## src/rtl/pipelined_adder.sv

```systemverilog
// pipelined_adder
//   Multi-stage adder/subtractor. The WIDTH-bit add is split into STAGES
//   equal slices (LSB slice first); each stage resolves one slice with
//   4-bit carry-lookahead groups and registers the carry for the next stage.
//   The last stage register is the output register.
//
//   Optional feature: define PIPELINED_ADDER_SAT_EN to add port in_sat. A beat
//   carrying in_sat=1 whose result overflows (signed) returns a saturated
//   out_sum. out_cout/out_ovf always describe the unsaturated result.
//
// Ports
//   clk        rising-edge clock
//   rst_n      asynchronous active-low reset
//   in_valid   operand beat offered
//   in_ready   pipeline can take a beat this cycle
//   in_a/in_b  operands (WIDTH)
//   in_sub     0: a+b+cin  1: a+~b+1 (cin ignored)
//   in_cin     carry-in for add mode
//   in_sat     saturate on overflow (PIPELINED_ADDER_SAT_EN only)
//   out_valid  result beat present
//   out_ready  downstream accepts the result beat
//   out_sum    result (WIDTH)
//   out_cout   carry out of the MSB (borrow = ~out_cout when subtracting)
//   out_ovf    signed two's-complement overflow
//
// Handshake: a beat moves on a rising edge when valid && ready on that side.
// The whole pipeline advances together on enable = !out_valid || out_ready,
// so in_ready is that same enable; with enable low everything holds.
// Empty stages carry valid=0 and move like any other beat (no collapsing).

module pipelined_adder #(
  parameter int WIDTH  = 32,
  parameter int STAGES = 2
) (
  input  logic             clk,
  input  logic             rst_n,
  input  logic             in_valid,
  output logic             in_ready,
  input  logic [WIDTH-1:0] in_a,
  input  logic [WIDTH-1:0] in_b,
  input  logic             in_sub,
  input  logic             in_cin,
`ifdef PIPELINED_ADDER_SAT_EN
  input  logic             in_sat,
`endif
  output logic             out_valid,
  input  logic             out_ready,
  output logic [WIDTH-1:0] out_sum,
  output logic             out_cout,
  output logic             out_ovf
);

  localparam int SLICE  = WIDTH / STAGES;
  localparam int GROUPS = SLICE / 4;
  localparam int LAST   = STAGES - 1;

  // Ripple of 4-bit lookahead groups across one slice; returns {cout, sum}.
  function automatic logic [SLICE:0] add_slice(
    input logic [SLICE-1:0] x,
    input logic [SLICE-1:0] y,
    input logic             cin
  );
    logic [SLICE-1:0] s;
    logic             c;
    logic [3:0]       g;
    logic [3:0]       p;
    logic [4:0]       cc;
    s = '0;
    c = cin;
    for (int j = 0; j < GROUPS; j++) begin
      g = x[j*4 +: 4] & y[j*4 +: 4];
      p = x[j*4 +: 4] ^ y[j*4 +: 4];
      cc[0] = c;
      cc[1] = g[0] | (p[0] & c);
      cc[2] = g[1] | (p[1] & g[0]) | (p[1] & p[0] & c);
      cc[3] = g[2] | (p[2] & g[1]) | (p[2] & p[1] & g[0])
            | (p[2] & p[1] & p[0] & c);
      cc[4] = g[3] | (p[3] & g[2]) | (p[3] & p[2] & g[1])
            | (p[3] & p[2] & p[1] & g[0]) | (p[3] & p[2] & p[1] & p[0] & c);
      s[j*4 +: 4] = p ^ cc[3:0];
      c = cc[4];
    end
    return {c, s};
  endfunction

  // Stage registers. a_r/bp_r carry the operands (b already conditioned for
  // subtract) so later stages see their slices; sum_r holds the resolved
  // lower slices; c_r is the carry out of the slice resolved in that stage.
  logic [STAGES-1:0] v_r;
  logic [STAGES-1:0] c_r;
  logic [WIDTH-1:0]  a_r   [STAGES];
  logic [WIDTH-1:0]  bp_r  [STAGES];
  logic [WIDTH-1:0]  sum_r [STAGES];
  logic              ovf_r;

  logic [STAGES-1:0] nxt_v;
  logic [STAGES-1:0] nxt_c;
  logic [WIDTH-1:0]  nxt_a   [STAGES];
  logic [WIDTH-1:0]  nxt_bp  [STAGES];
  logic [WIDTH-1:0]  nxt_sum [STAGES];
  logic              nxt_ovf;

`ifdef PIPELINED_ADDER_SAT_EN
  logic [STAGES-1:0] sat_r;
  logic [STAGES-1:0] nxt_sat;
`endif

  logic enable;

  assign enable    = !v_r[LAST] || out_ready;
  assign in_ready  = enable;
  assign out_valid = v_r[LAST];
  assign out_sum   = sum_r[LAST];
  assign out_cout  = c_r[LAST];
  assign out_ovf   = ovf_r;

  always_comb begin
    nxt_v   = '0;
    nxt_c   = '0;
    nxt_ovf = 1'b0;
`ifdef PIPELINED_ADDER_SAT_EN
    nxt_sat = '0;
`endif
    for (int k = 0; k < STAGES; k++) begin : stage_next
      logic [WIDTH-1:0] sa;
      logic [WIDTH-1:0] sb;
      logic [WIDTH-1:0] ss;
      logic             sc;
      logic             sv;
      logic [SLICE:0]   r;
      int               pk;
      pk = (k == 0) ? 0 : k - 1;
      if (k == 0) begin
        sa = in_a;
        sb = in_sub ? ~in_b : in_b;
        ss = '0;
        sc = in_sub ? 1'b1 : in_cin;
        sv = in_valid;
`ifdef PIPELINED_ADDER_SAT_EN
        nxt_sat[k] = in_sat;
`endif
      end else begin
        sa = a_r[pk];
        sb = bp_r[pk];
        ss = sum_r[pk];
        sc = c_r[pk];
        sv = v_r[pk];
`ifdef PIPELINED_ADDER_SAT_EN
        nxt_sat[k] = sat_r[pk];
`endif
      end
      r = add_slice(sa[k*SLICE +: SLICE], sb[k*SLICE +: SLICE], sc);
      ss[k*SLICE +: SLICE] = r[SLICE-1:0];
      nxt_a[k]   = sa;
      nxt_bp[k]  = sb;
      nxt_sum[k] = ss;
      nxt_c[k]   = r[SLICE];
      nxt_v[k]   = sv;
    end

    // Overflow is judged on the wrapped sum, before any saturation.
    nxt_ovf = (nxt_a[LAST][WIDTH-1] == nxt_bp[LAST][WIDTH-1]) &&
              (nxt_sum[LAST][WIDTH-1] != nxt_a[LAST][WIDTH-1]);

`ifdef PIPELINED_ADDER_SAT_EN
    // Both operands share a sign on overflow; a's sign picks the rail.
    if (nxt_sat[LAST] && nxt_ovf) begin
      nxt_sum[LAST] = nxt_a[LAST][WIDTH-1] ? {1'b1, {(WIDTH-1){1'b0}}}
                                           : {1'b0, {(WIDTH-1){1'b1}}};
    end
`endif
  end

  always_ff @(posedge clk or negedge rst_n) begin
    if (!rst_n) begin
      v_r   <= '0;
      c_r   <= '0;
      ovf_r <= 1'b0;
`ifdef PIPELINED_ADDER_SAT_EN
      sat_r <= '0;
`endif
      for (int k = 0; k < STAGES; k++) begin
        a_r[k]   <= '0;
        bp_r[k]  <= '0;
        sum_r[k] <= '0;
      end
    end else if (enable) begin
      v_r   <= nxt_v;
      c_r   <= nxt_c;
      ovf_r <= nxt_ovf;
`ifdef PIPELINED_ADDER_SAT_EN
      sat_r <= nxt_sat;
`endif
      for (int k = 0; k < STAGES; k++) begin
        a_r[k]   <= nxt_a[k];
        bp_r[k]  <= nxt_bp[k];
        sum_r[k] <= nxt_sum[k];
      end
    end
  end

endmodule

```

## config.mk

```make
export PLATFORM = sky130hd
export DESIGN_NAME = pipelined_adder
export DESIGN_NICKNAME = d
export VERILOG_FILES = /design/src/rtl/pipelined_adder.sv
export SDC_FILE = /design/constraint.sdc
export NUM_CORES = 1
export LEC_CHECK = 0
export BUFFER_PORTS_ARGS = -buffer_cell sky130_fd_sc_hd__buf_2
export CORE_MARGIN = 2
export CORE_UTILIZATION = 50
export CTS_CLUSTER_DIAMETER = 30
export DETAILED_ROUTE_END_ITERATION = 7
export PLACE_DENSITY = 0.8
export SKIP_CTS_REPAIR_TIMING = 1
export SLEW_MARGIN = 20
export SYNTH_ARGS = -nofsm -noshare
export SYNTH_HDL_FRONTEND = slang
export SYNTH_SLANG_ARGS = --single-unit
export TNS_END_PERCENT = 10
```

## constraint.sdc

```tcl
create_clock -name clk -period 2.66 [get_ports clk]
set_input_delay 0.133 -clock clk [delete_from_list [all_inputs] [get_ports clk]]
set_output_delay 0.133 -clock clk [all_outputs]
set_load 0.02 [all_outputs]
```

==> flow_summary.ini <==
[global_routing]
global_route_wire_length_before_repair_um = 17200
grt.total_usage = 0.211
grt_start_max_net_pins = 103
grt_pass1_vias = 3784
grt_antenna_before_repair = 1
grt_overflow = 0

[worst_setup_path]
critPathKind = flop to flop
critical_path.max_stage_delay_ns = 0.40
rr_endpoint = out_sum[29]
crit_slowest_cell = dfrtp_1
worstPathArrival_ns = 2.72
critical_path_buf_inv_count = 0
flop_to_flop_setup_slack_ns = 0.17
endpoint_required_time_on_the_critical_path_ns = 2.89
r2r.worst_path.cells = 9
dominant_delay_contributor_by_cell_family_on_the_critical_path = compound AO/OA/AOI/OAI gates
crit_chain = ha_1 -> a21oi_1 -> o21ai_1 -> or3_1 -> o22ai_1 -> o21bai_1 -> fa_1 -> xnor2_1 -> o21ai_0
setup.worst_path.end_class = flop
crit_fanout = 3
setup.worst_path.start_class = flop
reg2reg_start = a_r[54]

[worst_hold_path]
hold_path.startpoint = in_a[26]
hold_path_end = a_r[58]
hold_path.class = primary input to flop
worst_hold_path.num_cells = 3

[timing]
min_period_over_period = 0.936
max_freq_ghz = 0.402
setup_repair_after_global_routing_missed_its_margin = false
setup_violations = 0
finalWorstPathRequiredPeriod_ns = 2.49
worstMarginPinSlew_ns = 0.765
slew_violations = 0
hold-worst-slack_ns = -0.0257
final_hold_viol_count = 7
slew_headroom = 0.490
fin_worst_skew_ns = 0.0143
setup_total_negative_slack_ns = 0

[synth]
synth_nets = 620
biggest_area_contributors_in_the_synthesized_netlist = dfrtp_1 45%, nand2_1 12%, ha_1 8.5%
yosys.area.top_type = dfrtp_1
synth.distinct_cells = 49
summed_instance_area_of_the_synthesized_netlist_sq_um = 4720
yosys.area.top_type_share = 0.451
seq_area_frac_synth = 0.451
synth.avg_cell_area_sq_um = 9.25
synth_cells = 510
synthesis.yosys.warnings = 0
synth-seq-cells = 85

[clock_tree]
number_of_h_tree_branching_levels = 3
ctsLongestPathBuffers = 2
cts_num_sinks = 85
numCtsBuffers = 9
tritoncts = yes
cts.reportedPaths.clkPinSlew_ns = 0.10
worst_skew_pair.late_latency_ns = 0.35
cts_root_buf = clkbuf_8

[die]
io-pin-count = 106
die-height_um = 101
die_w_um = 101
initial_core_util = 0.513
core.rowCount = 35
die_footprint_sq_um = 10200
fp.coreArea_sq_um = 9200

[cells_and_area]
design.final.nets = 733
layout_commonest_cell = nand2_1
register_area_sq_um = 2130
multi_input_gate_area_in_the_final_layout_sq_um = 2460
post-route-cell-area_sq_um = 5750
final_layout_size_suffix_gt1_frac = 0.221
fillers = 784
area_added_between_synthesis_and_finish_pct = 22.0
mostFrequentLayoutCells = 145 x nand2_1, 104 x buf_2, 85 x dfrtp_1, 32 x ha_1, 31 x o21ai_0

[power_and_ir_drop]
cellPowerDensity_nw_per_um2 = 809
power.ir.vdd_worst_v = 0.000443
p_leak_nw = 2.84

[route]
drc_violation_total_after_the_first_tritonroute_iteration = 161
total_via_count_in_the_routed_design = 3854
drt-pass1-iter-count = 4
ant_nets = 0
route.detailed.drc = 0
routed_via_density = 5.21
routedWlPerCell_um = 14.1
postRouteWirelength_um = 10500

[place]
dp_hpwl_um = 7570
port_buffers = 105
place_congestion = 0.951
placed_cell_area_sq_um = 5410

[status]
run_status = finished, violations left
violations = negative hold slack

[run]
maxCapViolCount = 0
## area by class of cell
class	instances	area share
Timing Repair Buffer	124	0.128
Inverter	15	0.00979
Clock buffer	10	0.0239
Antenna cell	1	0.000435
Sequential cell	85	0.370
Clock inverter	6	0.0163
Tap cell	111	0.0241
Multi-Input combinational cell	388	0.428
## where the power goes
part | total (W) | internal, W | switching, W
combinational | 0.00174 | 0.000703 | 0.00104
sequential | 0.00186 | 0.00166 | 0.000207
clock | 0.00105 | 0.000563 | 0.000491
total | 0.00466 | 0.00292 | 0.00173
## sequential cells by signal, summed over array words and instances, names as in the netlist
name	flops
a_r	16
bp_r	16
c_r	2
nxt_sum	16
out_ovf	1
out_sum	32
v_r	2
## metrics by stage
stage	util	std cells	setup slack, ns	power (W)	hold WS [ns]
final	0.626	740	0.171	0.00466	-0.0257
after global routing	0.626	740	0.0248	0.00497	0.000225
after CTS	0.613	729	0.112	0.00467	-0.0381
after detailed placement	0.588	713	-0.0815	0.00362	0.335
after global placement	0.588	713	0.0698	0.00354	0.334
after floorplan	-	510	0.0194	0.00303	-0.163
## tightest hold or removal path: cells and delay by family
family	cells	cell delay [ns]
buffers and inverters	1	0.07
AND/OR/NAND/NOR	2	0.09
## layer usage
| layer | routed length [um] | part of all wire | track usage |
|---|---|---|---|
| met1 | 4610 | 0.44 | 0.289 |
| met2 | 5180 | 0.49 | 0.335 |
| met3 | 389 | 0.037 | 0.0305 |
| met4 | 282 | 0.027 | 0.0936 |
| met5 | 0 | 0 | 0 |
## worst max-delay path by stage
stage | from | end | cells after the start
finish | a_r[54] | out_sum[29] | 9
floorplan | in_sub | nxt_sum[12] | 11
detailed placement | in_sub | nxt_sum[12] | 11
global placement | in_sub | nxt_sum[12] | 11
global route | a_r[48] | out_sum[25] | 8
CTS | a_r[54] | out_sum[29] | 9
## cells in the mapped netlist (all sizes together)
| library cell | n |
|---|---|
| nand2 | 145 |
| dfrtp | 85 |
| o21ai | 34 |
| ha | 32 |
| a21oi | 28 |
| nor2 | 25 |
| xor2 | 24 |
| xnor2 | 23 |
| clkbuf | 20 |
| inv | 15 |
| fa | 8 |
| o21a | 7 |
| o31ai | 7 |
| a211oi | 5 |
| nor3 | 5 |
| nand2b | 4 |
| and2 | 3 |
| nand3 | 3 |
| nor3b | 3 |
| o21bai | 3 |
| a21boi | 2 |
| a311o | 2 |
| and4 | 2 |
| buf | 2 |
| nor2b | 2 |
| o211ai | 2 |
| or3 | 2 |
| a21o | 1 |
| a221o | 1 |
| a221oi | 1 |
| a22oi | 1 |
| a2bb2oi | 1 |
| a311oi | 1 |
| a31o | 1 |
| nand3b | 1 |
| nand4b | 1 |
| o22a | 1 |
| o22ai | 1 |
| o311ai | 1 |
| o31a | 1 |
| o41a | 1 |
| o41ai | 1 |
| or2 | 1 |
| or4 | 1 |
## cells by family (layout without fill, tap and decap cells)
logic type	Yosys count	after routing	share of synthesized area
flops	85	85	0.451
other cells	0	1	0
xor+xnor	47	47	0.0873
simple gates	198	198	0.173
fa+ha+maj	40	40	0.119
compound gates	103	103	0.139
buf+inv	37	155	0.0310
Note: power is estimated with default switching activity, not from simulation.
